`src/rtl/gate_net_infer_ctrl.sv`:
```
// Sequencing controller for a combinational classifier network: accept, settle, capture/decode, hold.
// Optional outcome statistics are built only when INFER_STATS_EN is defined.
module gate_net_infer_ctrl #(
  parameter int IN_W   = 98,
  parameter int OUT_W  = 2,
  parameter int SETTLE = 2,
  parameter int CNT_W  = 16
) (
  input  logic             clk,
  input  logic             rst,
  input  logic             in_valid,
  output logic             in_ready,
  input  logic [IN_W-1:0]  in_data,
  output logic [IN_W-1:0]  net_in,
  input  logic [OUT_W-1:0] net_out,
  output logic             res_valid,
  input  logic             res_ready,
  output logic [OUT_W-1:0] res_bits,
  output logic             res_class,
  output logic             res_tie,
  output logic             busy,
  input  logic             stats_clr,
  output logic [CNT_W-1:0] cnt_c0,
  output logic [CNT_W-1:0] cnt_c1,
  output logic [CNT_W-1:0] cnt_tie
);

  typedef enum logic [1:0] {
    ST_IDLE   = 2'd0,
    ST_SETTLE = 2'd1,
    ST_HOLD   = 2'd2
  } state_t;

  localparam logic [3:0] SETTLE_LD = 4'(SETTLE);

  state_t     state;
  logic [3:0] settle_cnt;
  logic       handoff;

  // Status flags are pure decodes of the state register, so no input reaches them combinationally.
  assign in_ready = (state == ST_IDLE);
  assign busy     = (state != ST_IDLE);
  assign handoff  = (state == ST_HOLD) && res_ready;

  // NOTE: sequential state uses non-blocking assignments so every register samples pre-edge values.
  always_ff @(posedge clk) begin
    if (rst) begin
      state      <= ST_IDLE;
      settle_cnt <= '0;
      net_in     <= '0;
      res_bits   <= '0;
      res_class  <= 1'b0;
      res_tie    <= 1'b0;
      res_valid  <= 1'b0;
    end else begin
      case (state)
        ST_IDLE: begin
          if (in_valid) begin
            net_in     <= in_data;
            settle_cnt <= SETTLE_LD;
            state      <= ST_SETTLE;
          end
        end
        ST_SETTLE: begin
          settle_cnt <= settle_cnt - 4'd1;
          if (settle_cnt == 4'd1) begin
            res_bits  <= net_out;
            // Only the two low output bits vote; equal votes are ambiguous.
            res_class <= (net_out[1] != net_out[0]) ? net_out[1] : 1'b0;
            res_tie   <= (net_out[1] == net_out[0]);
            res_valid <= 1'b1;
            state     <= ST_HOLD;
          end
        end
        ST_HOLD: begin
          if (res_ready) begin
            res_valid <= 1'b0;
            state     <= ST_IDLE;
          end
        end
        default: state <= ST_IDLE;
      endcase
    end
  end

`ifdef INFER_STATS_EN
  always_ff @(posedge clk) begin
    if (rst || stats_clr) begin
      cnt_c0  <= '0;
      cnt_c1  <= '0;
      cnt_tie <= '0;
    end else if (handoff) begin
      if (res_tie) begin
        if (cnt_tie != '1) cnt_tie <= cnt_tie + 1'b1;
      end else if (res_class) begin
        if (cnt_c1 != '1) cnt_c1 <= cnt_c1 + 1'b1;
      end else begin
        if (cnt_c0 != '1) cnt_c0 <= cnt_c0 + 1'b1;
      end
    end
  end
`else
  logic unused_stats;
  assign unused_stats = stats_clr ^ handoff;
  assign cnt_c0  = '0;
  assign cnt_c1  = '0;
  assign cnt_tie = '0;
`endif

endmodule

```
`config.mk`:
```
export PLATFORM = sky130hd
export DESIGN_NAME = gate_net_infer_ctrl
export DESIGN_NICKNAME = d
export VERILOG_FILES = /design/src/rtl/gate_net_infer_ctrl.sv
export SDC_FILE = /design/constraint.sdc
export NUM_CORES = 1
export LEC_CHECK = 0
export ABC_AREA = 1
export CORE_MARGIN = 10
export CORE_UTILIZATION = 37
export DETAILED_ROUTE_END_ITERATION = 10
export GPL_TIMING_DRIVEN = 0
export PLACE_DENSITY = 0.84
export SYNTH_ARGS = -nofsm -noshare
export SYNTH_HDL_FRONTEND = slang
export SYNTH_SLANG_ARGS = --single-unit
```
`constraint.sdc`:
```
create_clock -name clk -period 1.33 [get_ports clk]
set_input_delay 0.1995 -clock clk [delete_from_list [all_inputs] [get_ports clk]]
set_output_delay 0.1995 -clock clk [all_outputs]
set_load 0.02 [all_outputs]
```
After elaboration in Yosys (flattened, before gate mapping)

Index checks and enable logic that the tools add are counted.

Bits in registers: 109
Output and inout bits: 153
Logic and storage cells: 35

Add/subtract/negate cells: 1
Eq/ne operators: 8
Multiplexer cells: 10
Reductions and logical operators: 9

Operator list:

| operator                                         | number |
|---|---|
| one-hot mux 4 bit (2 select lines)               | 1 |
| 2-to-1 mux 2 bit                                 | 3 |
| != test 2 bit, second input constant             | 3 |
| one-hot mux 2 bit (3 select lines)               | 1 |
| AND reduction 2 bit                              | 3 |
| AND reduction 3 bit                              | 2 |
| nonzero test 2 bit                               | 3 |
| == test 4 x 1 -> 1 bit, second input constant    | 1 |
| 2-to-1 mux 4 bit                                 | 1 |
| subtractor 4 x 1 -> 4 bit, second input constant | 1 |
| 2-to-1 mux 1 bit                                 | 3 |
| == test 2 x 1 -> 1 bit, second input constant    | 1 |
| == test 2 bit, second input constant             | 1 |
| logical NOT 2 bit                                | 1 |
| one-hot mux 1 bit (2 select lines)               | 1 |
| == test 1 bit                                    | 1 |
| != test 1 bit                                    | 1 |

Logic depth before layout (Yosys ltp)

Word-level depth: 3
Gate-level depth with buffers: 7
Gate-level depth less buffers: 6

Least setup slack after synthesis

OpenSTA, ideal clock, no wires.

Path kind: reg-to-reg
From: reg state[1]
To: reg net_in[46]
Setup time: 0.116 ns
Arrival: 1.127 ns
Required time: 1.214 ns
Path slack: 0.088 ns
Stages on the path, launching flop included: 7
Path buffers: 2
Clock period less this slack: 1.242 ns
Path through: dfxtp_1 > nor2_4 > nand2_4 > buf_6 > buf_6 > o21ai_0 > nor2_1

Word-level cells in the longest chain between the ends: 2

RTL lines:

| item                                 | line | text |
|---|---|---|
| start, declared                      | 36   | `state_t state;` |
| start signal, assigned               | 48   | `state <= ST_IDLE;` |
| start signal, assigned               | 61   | `state <= ST_SETTLE;` |
| start signal, assigned               | 72   | `state <= ST_HOLD;` |
| logical NOT 2 bit                    | -    |  |
| named net in_ready                   | 12   | `output logic in_ready,` |
| AND reduction 2 bit (no source line) | -    |  |
| end signal, assigned                 | 59   | `net_in <= in_data;` |
| end, declared                        | 14   | `output logic [IN_W-1:0] net_in,` |

The timed path passes the listed nets, and every way through them passes these cells.
A chain may end at the register's enable or synchronous reset.

Final worst setup path

From: reg state[1]
To: out busy

Word-level cells in the longest chain between the ends: 1

RTL lines:

| item               | line | text |
|---|---|---|
| nonzero test 2 bit | 42   | `assign busy = (state != ST_IDLE);` |
| end, declared      | 21   | `output logic busy,` |

Every way passes these cells.

==> results.yml <==
outcome:
  outcome: "completed"
timing:
  final_hold_viol_count: 0
  fmax_ghz: 0.756
  hold_slack_ps: 460
  setup_viol: 0
  grt_setup_unrepaired: "true"
  slew_viol_final: 0
  fin_worst_skew_ps: 8.27
  fin_crit_sh_pct: 99.5
  min_period_ps: 1320
grt:
  grt_usage_pct: 17.1
  grt_first_pass_wirelength_um: 22000
  grt_overflow: 0
  grt_pass1_vias: 4127
  grt_max_degree: 20
  antenna_found_initial: 0
worst_setup_path:
  start_kind: "register"
  r2r_end: "net_in[52]"
  cp_data_required_time_ps: 1130
  crit_type: "register to output pin"
  ff2ff_setup_slack_ps: 20
  critPathMaxFanout: 3
  arrival_ps: 1120
  rr_startpoint: "state[1]"
  r2r_cells: 7
  end_kind: "output pin"
cts:
  cts_tree: "yes"
  clkTransAtPathRegs_ps: 70
  ctsLongestPathBuffers: 2
  htree_num_levels: 3
  clkSinkCount: 109
  clkLatencyLatePin_ps: 340
  cts_root_buffer: "clkbuf_16"
  cts_made_buffers: 9
die:
  core_area_um2: 11400
  row_count: 39
  fp.dieArea_um2: 16200
  die_width_um: 127
  die_h_um: 127
  io_pins: 258
  initial_core_util_pct: 37.5
yosys:
  yosysSeqAreaShare_pct: 51.2
  yosys-top-cells-area: "dfxtp_1 (51%), nor2_1 (19%), o21ai_0 (11%)"
  synth.ff_latch_count: 109
  synth_area_leader_cell: "dfxtp_1"
  syn_area_per_cell_um2: 7.74
  synthesis.area_um2: 4260
  synth_top_area_share_pct: 51.2
  syn_inst: 551
  synth_warnings: 0
  yosys.cell_types.count: 20
drt:
  top_layer: "met4"
  ant_nets: 0
  wl_um: 14500
  drtIter0Drc: 109
  met3_length_um: 1210
  vias: 4192
  drc: 0
  wl_met1_um: 5600
  dr_wl_met2_um: 7440
  via_per_inst: 4.32
  wl_per_cell_um: 15.0
  drt_first_pass_iters: 4
layout:
  drive_above_1_share_pct: 13.3
  final_net_count: 931
  areaGrowthSynthToFinish_pct: 64.6
  antenna_cells: 0
  fin_cells: 971
power_and_ir_drop:
  p_per_area_nw_per_um2: 1200
  max-vdd-ir-drop_mv: 0.859
  leakage_nw: 3.44
hold_path:
  min_to: "net_in[51]"
  hp-start: "in_data[51]"
  hold_depth: 3
  min_path_type: "input pin to register"
run:
  cap_violations: 0
placement:
  dp_cells: 949
  gp_congestion: 0.755
  dp_hpwl_um: 11500
  io_buffers: 208
==> routing by layer <==
layer / GRT usage [%] / vias to the layer above
met2: 30.3 / 139
met3: 6.53 / 16
met4: 5.83 / 0
li1: - / 2193
met5: 0 / -
met1: 18.1 / 1844
==> worst max path at each step <==
stage | start | to | slack [ps]
6_report | state[1] | busy | 7
5_1_grt | state[1] | net_in[61] | -50
4_1_cts | state[0] | net_in[61] | -20
3_5_place_dp | rst | net_in[42] | -610
3_3_place_gp | rst | net_in[17] | -570
2_1_floorplan | state[1] | net_in[46] | 90
==> cell families (layout without fill, tap and decap cells) <==
| group | after synthesis | in the layout | synth area share [%] |
|---|---|---|---|
| adders and majority gates | 3 | 3 | 0.881 |
| DFF | 109 | 109 | 51.2 |
| AOI/OAI and AO/OA | 105 | 105 | 12.3 |
| other | 1 | 48 | 0.0880 |
| and+or+nand+nor | 239 | 240 | 22.0 |
| buffers and inverters | 94 | 323 | 13.6 |
==> worst max-delay path, stage by stage (launching register included) <==
cell and delay [ps]:
dfxtp_4 360, nor2_4 130, buf_4 120, inv_1 30, buf_4 150
==> where the power goes <==
part / internal (mW) / switching, mW
sequential: 3.57 / 0.138
combinational: 0.978 / 1.25
clock: 1.33 / 1.17
==> flip-flops by register name, summed over array words and instances (netlist names) <==
register and count:
res_class 1, res_tie 1, net_in 98, settle_cnt 4, state 2, res_bits 2, res_valid 1
==> through the flow <==
stage               worst slack [ps]  total power [mW]  instance area [µm²]  TNS [ps]  util, %
global placement                -573              6.06                 6700    -38780     58.9
CTS                            -17.2              8.44                 6930     -79.3     60.9
finish                          7.21              8.43                 7020         0     61.7
detailed placement              -612              6.10                 6700    -42210     58.9
global route                   -50.3              8.85                 7020      -434     61.7
floorplan                       87.7              5.00                 4440         0        -
==> cell usage in the layout (no fill, tap or decap), types with 2 or more instances in the layout <==
cell type / n
clkbuf_2: 2
o21ai_1: 28
buf_4: 66
a21oi_1: 4
o21ai_0: 69
clkbuf_1: 5
nand2_1: 15
clkdlybuf4s50_1: 103
clkbuf_16: 9
nand4_1: 5
o21ai_2: 4
buf_8: 2
dlygate4sd2_1: 103
buf_6: 3
ha_1: 3
nand3_1: 4
clkbuf_4: 7
nor2_2: 3
conb_1: 48
nor2_1: 209
dfxtp_1: 107
inv_1: 13
==> layout make-up <==
class / instances / area [µm²]
buffer: 78 / 589
clock buffer: 13 / 250
clock inverter: 3 / 21.3
fill: 1097 / 4350
inverter: 15 / 63.8
multi-input combinational: 396 / 1720
sequential: 109 / 2190
tap: 143 / 179
timing repair buffer: 213 / 2000
timing repair inverter: 1 / 6.26
==> synthesized netlist by cell type (all sizes together) <==
cell / instances
nor2: 213
clkbuf: 17
dfxtp: 109
nand3b: 1
conb: 1
nand4: 5
nand3: 4
nand2: 16
ha: 3
inv: 15
o21ai: 101
a21oi: 4
buf: 62
==> timing repair <==
| action | CTS | global route |
|---|---|---|
| resized for setup | 143 | 71 |
| hold buffers | 0 | 0 |
| endpoints found under the setup margin | 203 | 100 |
| buffers inserted | 3 | 2 |
| pin swaps | 2 | 3 |
| gates cloned | 2 | 0 |
(Power assumes the default switching activity.)
